--- src/rtl/pipe_hazard_ctrl.sv ---
// pipe_hazard_ctrl
//   Central stall/flush sequencer for the 5-stage pipeline registers
//   (IF/ID, ID/EX, EX/MEM, MEM/WB). It detects load-use hazards, branch
//   redirects and data-memory wait states, and drives per-register
//   enable/flush/bubble strobes so that no write-back is lost or duplicated.
//   It drives only control strobes and never touches datapath values.
//
// Parameters
//   MEM_TIMEOUT  max consecutive mem_ready-low cycles in MEM_WAIT before fault (>=1)
//   CNT_W        width of stall_cnt
//
// Optional feature macro
//   PIPE_STALL_CNT_EN  when defined, stall_cnt counts every post-reset cycle
//                      with pc_en=0 (wrapping). When undefined, stall_cnt is
//                      tied to zero and no counter flops exist.
//
// Ports
//   CLK                 in   clock, rising edge
//   Reset_in            in   asynchronous active-low reset
//   id_rs, id_rt        in   ID source register addresses
//   id_uses_rt          in   ID instruction reads rt
//   ex_memToReg         in   EX instruction is a load
//   ex_regShouldWrite   in   EX instruction writes the register file
//   ex_regWriteAddress  in   EX destination register
//   branch_taken        in   EX resolved a taken branch/jump
//   mem_req, mem_ready  in   MEM stage access request / completion
//   pc_en, ifid_en, idex_en, exmem_en   out  register load enables
//   ifid_flush, idex_flush              out  load NOP / bubble
//   memwb_bubble                        out  MEM-WB captures regShouldWrite=0
//   mem_fault                           out  sticky memory-timeout flag
//   stall_cnt                           out  stall-cycle counter
module pipe_hazard_ctrl #(
   parameter int MEM_TIMEOUT = 16,
   parameter int CNT_W       = 32
) (
   input  logic             CLK,
   input  logic             Reset_in,
   input  logic [4:0]       id_rs,
   input  logic [4:0]       id_rt,
   input  logic             id_uses_rt,
   input  logic             ex_memToReg,
   input  logic             ex_regShouldWrite,
   input  logic [4:0]       ex_regWriteAddress,
   input  logic             branch_taken,
   input  logic             mem_req,
   input  logic             mem_ready,
   output logic             pc_en,
   output logic             ifid_en,
   output logic             idex_en,
   output logic             exmem_en,
   output logic             ifid_flush,
   output logic             idex_flush,
   output logic             memwb_bubble,
   output logic             mem_fault,
   output logic [CNT_W-1:0] stall_cnt
);

   localparam int TW = $clog2(MEM_TIMEOUT + 1);
   localparam logic [TW-1:0] TIMEOUT_V = TW'(MEM_TIMEOUT);

   typedef enum logic [1:0] {
      RUN      = 2'd0,
      MEM_WAIT = 2'd1,
      FAULT    = 2'd2
   } state_t;

   state_t        state, stateNext;
   logic [TW-1:0] waitCnt, waitCntNext;
   logic          memFaultReg, memFaultNext;
   logic          loadUse;

   // A load in EX whose destination feeds the ID instruction; r0 never hazards.
   assign loadUse = ex_memToReg & ex_regShouldWrite & (ex_regWriteAddress != 5'd0)
                  & ((ex_regWriteAddress == id_rs)
                     | (id_uses_rt & (ex_regWriteAddress == id_rt)));

   // State, wait counter and sticky fault flag.
   always_ff @(posedge CLK or negedge Reset_in) begin
      if (!Reset_in) begin
         state       <= RUN;
         waitCnt     <= {TW{1'b0}};
         memFaultReg <= 1'b0;
      end else begin
         state       <= stateNext;
         waitCnt     <= waitCntNext;
         memFaultReg <= memFaultNext;
      end
   end

   // Next-state and strobe decode. All strobes are held low while reset is
   // asserted so the pipeline is frozen without needing a clock edge.
   always_comb begin
      stateNext    = state;
      waitCntNext  = waitCnt;
      memFaultNext = memFaultReg;
      pc_en        = 1'b0;
      ifid_en      = 1'b0;
      idex_en      = 1'b0;
      exmem_en     = 1'b0;
      ifid_flush   = 1'b0;
      idex_flush   = 1'b0;
      memwb_bubble = 1'b0;
      if (!Reset_in) begin
         stateNext   = RUN;
         waitCntNext = {TW{1'b0}};
      end else begin
         case (state)
            RUN: begin
               if (mem_req && !mem_ready) begin
                  // Memory stall wins: EX is frozen, so a branch or hazard
                  // seen now is re-evaluated once the pipeline resumes.
                  memwb_bubble = 1'b1;
                  stateNext    = MEM_WAIT;
                  waitCntNext  = TW'(1);
               end else if (branch_taken) begin
                  pc_en      = 1'b1;
                  ifid_en    = 1'b1;
                  idex_en    = 1'b1;
                  exmem_en   = 1'b1;
                  ifid_flush = 1'b1;
                  idex_flush = 1'b1;
               end else if (loadUse) begin
                  // Hold PC and IF/ID for one cycle; ID/EX loads a bubble.
                  idex_en    = 1'b1;
                  exmem_en   = 1'b1;
                  idex_flush = 1'b1;
               end else begin
                  pc_en    = 1'b1;
                  ifid_en  = 1'b1;
                  idex_en  = 1'b1;
                  exmem_en = 1'b1;
               end
            end
            MEM_WAIT: begin
               if (mem_ready) begin
                  // Release in the same cycle the MEM result is available.
                  pc_en       = 1'b1;
                  ifid_en     = 1'b1;
                  idex_en     = 1'b1;
                  exmem_en    = 1'b1;
                  stateNext   = RUN;
                  waitCntNext = {TW{1'b0}};
               end else if (waitCnt == TIMEOUT_V) begin
                  memwb_bubble = 1'b1;
                  stateNext    = FAULT;
                  memFaultNext = 1'b1;
               end else begin
                  memwb_bubble = 1'b1;
                  waitCntNext  = waitCnt + TW'(1);
               end
            end
            FAULT: begin
               memwb_bubble = 1'b1;
            end
            default: begin
               memwb_bubble = 1'b1;
               stateNext    = RUN;
               waitCntNext  = {TW{1'b0}};
            end
         endcase
      end
   end

   assign mem_fault = memFaultReg;

`ifdef PIPE_STALL_CNT_EN
   logic [CNT_W-1:0] stallCntReg;

   // Counts cycles in which the PC is held; wraps naturally.
   always_ff @(posedge CLK or negedge Reset_in) begin
      if (!Reset_in) begin
         stallCntReg <= {CNT_W{1'b0}};
      end else if (!pc_en) begin
         stallCntReg <= stallCntReg + CNT_W'(1);
      end else begin
         stallCntReg <= stallCntReg;
      end
   end

   assign stall_cnt = stallCntReg;
`else
   assign stall_cnt = {CNT_W{1'b0}};
`endif

endmodule

--- config.mk ---
export PLATFORM = sky130hd
export DESIGN_NAME = pipe_hazard_ctrl
export DESIGN_NICKNAME = d
export VERILOG_FILES = /design/src/rtl/pipe_hazard_ctrl.sv
export SDC_FILE = /design/constraint.sdc
export NUM_CORES = 1
export LEC_CHECK = 0
export CORE_UTILIZATION = 35
export CTS_CLUSTER_DIAMETER = 30
export CTS_CLUSTER_SIZE = 28
export DETAILED_ROUTE_END_ITERATION = 10
export PLACE_DENSITY = 0.78
export SETUP_SLACK_MARGIN = 0.5
export SLEW_MARGIN = 10
export SYNTH_ARGS = -nofsm -noshare
export SYNTH_HDL_FRONTEND = slang
export SYNTH_SLANG_ARGS = --single-unit
--- constraint.sdc ---
create_clock -name CLK -period 2.3 [get_ports CLK]
set_input_delay 0.46 -clock CLK [delete_from_list [all_inputs] [get_ports CLK]]
set_output_delay 0.46 -clock CLK [all_outputs]
set_load 0.005 [all_outputs]
==> summary.md <==
| Metric | Value |
|---|---|
| Final count of pins violating max slew | 0 |
| Commonest cells post-synth | 35 x buf_4, 9 x xor2_1, 8 x dfrtp_1, 8 x nand2_1, 5 x nor2_1 |
| Req. time, crit path | ~1800 ps |
| Number of remaining DRC errors | 0 |
| Post-synthesis cell type with the largest combined area | buf_4 |
| Row cnt | 18 |
| Max stage delay on crit path | 300 ps |
| Final design utilization | a little over half |
| Worst-case setup slack after placement | -427 ps |
| Htree depth | 1 |
| Post-DR vias/cell | around 4.7 |
| Max rail drop VDD | around 400 uV |
| Overall track demand over capacity in global routing | between 15 and 20% |
| Setup-violating endpoint count in the final report | 0 |
| First-pass GRT wire length | 3610 um |
| Inst Count DP | 181 |
| Type of the worst setup path | in2out |
| Crit path launch type | input port |
| Leading post-synthesis cells by cell area | buf_4 27%, dfrtp_1 21%, xor2_1 8.1% |
| Routed wire length | about 2600 um |
| Top-count cell post-synth | buf_4 |
| Max Clock Skew | between 5 and 6 ps |
| Count of endpoints failing hold in the final timing report | 0 |
| Largest net degree at the start of global routing | 16 |
| Power density over cell area | roughly 310 nW/um^2 |
| Number of global-route vias before repair | 855 |
| Max Clk Rate | 0.468 GHz |
| Critical path data arrival time | approximately 1700 ps |
| Depth of the worst register-to-register path | 6 |
| Critical path, cell by cell | buf_6, buf_6, xor2_2, nor4_2, a32oi_1, buf_4, o21bai_1, buf_2 |
| Unrepaired setup endpoints after global routing | yes |
| Number of port buffers | 30 |
| Proportion of layout cells with a drive suffix above 1 | 37.1% |
| Die height | 54.6 um |
| Min cycle time layout | approximately 2100 ps |
| Via Count | 934 |
| Initial cell density of the core | a little under two fifths |
| Number of diodes | 0 |
| Clock insertion delay at the later pin of the skew report | 260 ps |
| FF+latch area | 201 um^2 |
| Clock buffers created by TritonCTS | 3 |
| Total global routing overflow | 0 |
| Routability congestion estimate | 0.748 |
| Synthesized area per cell | about 8.4 um^2 |
| Post-synthesis sequential element count | 8 |
| Min setup slack post-route | 161 ps |
| Number of maximum-capacitance constraint violations | 0 |
| Number of flops mapped to enable cells by yosys | 0 |
| Share of synthesized flip-flops with an asynchronous set or reset | 100% |
| Half-perimeter wire length of the detailed placement result | between 1500 and 2000 um |
| Number of antenna violations at the first check in global routing | 0 |
| Clock transition at the registers of the reported paths | 60 ps |
| Summed negative setup slack over all endpoints | 0 ps |
| Hold_buf cts | 0 |
| Status | completed |
| Die Span X | about 55 um |
| Worst min path class | in2async |
| Antenna Nets Post-Route | 0 |
| Count of mapped cells out of synthesis | around 120 |
| Total Die Area | ~3000 um^2 |
| First DRT Iteration DRCs | 32 |
| Longest Clk Path Bufs | 2 |
| Predominant post-synthesis flop cell | dfrtp_1 |
| Area occupied by multi-input gates | 682 um^2 |
| Final instance count without filler cells | just under 200 |
| Sequential share of the synthesized area | 20.6% |
| # nets final | 194 |
| Clock sink count | 8 |
| Worst hold slack across all endpoints | 342 ps |
| Largest fanout on the critical path | 2 |
| First-pass iteration count of the detailed router | 4 |
| Count of warnings emitted by yosys | 0 |
| Distinct cell type count of the synthesized netlist | 36 |
| Number of filler cells placed in the layout | 247 |
| Final routed wire length divided by cell count | around 13 um |
| Number of ports placed on the die boundary | 63 |
| Endpoint kind of the worst setup timing path | output pin |
| Synth top area share | between 20% and 30% |
| Clock tree root driver cell | clkbuf_4 |
| TritonCTS clock tree | done |
| Cell repeated most along the worst path | buf_6 |
| Final Cycle Share | between 90% and 100% |
| Area growth syn-to-layout | 42.6% |
| Area of the placeable core | around 2500 um^2 |
| Leakage power | 0.662 nW |
| Cell area after technology mapping | 970 um^2 |
| Cell with the biggest individual delay on the critical path | nor4_2 |
==> cell usage in the layout, fill, tap and decap left out, types with 2 or more instances in the layout <==
cell type,netlist,routed
a2111o_1,3,3
a21oi_1,3,2
buf_2,0,7
buf_4,35,18
buf_6,2,6
clkbuf_2,0,5
clkbuf_4,0,3
clkdlybuf4s15_1,0,5
clkdlybuf4s50_1,0,6
conb_1,1,32
dfrtp_1,8,7
dlygate4sd2_1,0,5
ha_1,2,2
inv_1,3,3
nand2_1,8,8
nand3_1,4,4
nor2_1,5,2
nor2_4,0,3
o21a_1,2,2
o21ai_0,4,3
o21ai_2,3,3
o21bai_1,2,2
or4b_4,1,2
xor2_1,9,8
==> flip-flops by register name, indices dropped and copies added, names as in the netlist <==
signal	count
state	2
waitCnt	5
mem_fault	1
==> layout make-up <==
cell class | instances | share of cell area, %
inverters | 3 | 0.814
clock buffers | 3 | 1.63
multi-input cells | 100 | 49.3
flip-flops and latches | 8 | 14.6
repair buffers | 53 | 31.0
well taps | 30 | 2.71
==> report_power, final <==
group,switching (W),internal [W]
sequential,0.00000391,0.000143
clock,0.0000560,0.0000602
combinational,0.0000800,0.0000892
==> kinds of logic after synthesis <==
logic type	after synthesis	share of synthesized area, %
and+or+nand+nor	31	17.7
buffers and inverters	40	30.6
AOI/OAI and AO/OA	24	19.1
adders and majority gates	2	2.58
DFF	8	20.6
xor gates and xnor gates	10	9.03
other	1	0.387
==> critical path: cells and delay by family <==
family	cells	cell delay [ps]
XOR/XNOR	1	150
AND/OR/NAND/NOR	1	300
buffers and inverters	4	500
AO/OA/AOI/OAI	2	280
==> path summary, 6_finish.rpt <==
path                       slack (ps)          to                   from
setup / recovery                  160  idex_flush  ex_regWriteAddress[2]
hold / removal                    340  waitCnt[2]               Reset_in
setup reg to reg                  510  waitCnt[3]             waitCnt[0]
hold reg to reg                   470   mem_fault              mem_fault
max in group asynchronous        1770    state[0]               Reset_in
min in group CLK                  470   mem_fault              mem_fault
==> layer usage <==
layer	track usage, %	share of wire [%]	up-vias	wire length (um)
met1	16.9	35	429	904
li1	-	-	441	-
met4	6.84	1.4	0	36
met5	0	0	-	0
met3	5.00	8.8	4	227
met2	32.9	54	60	1400
==> per-stage QoR <==
stage / total power, W / instance area, um^2
final: 0.000433 / 1380
after global routing: 0.000459 / 1380
after CTS: 0.000418 / 1340
after detailed placement: 0.000293 / 1220
after global placement: 0.000289 / 1220
after floorplan: 0.000252 / 1090
==> repair_timing <==
item / in CTS / in global routing
cloned: 0 / 1
pin swaps: 16 / 12
endpoints found under the setup margin: 11 / 11
endpoints found under the hold margin: 0 / 0
resized for setup: 74 / 15
setup buffers: 8 / 4
No activity file was read; power rests on OpenSTA's default activity.
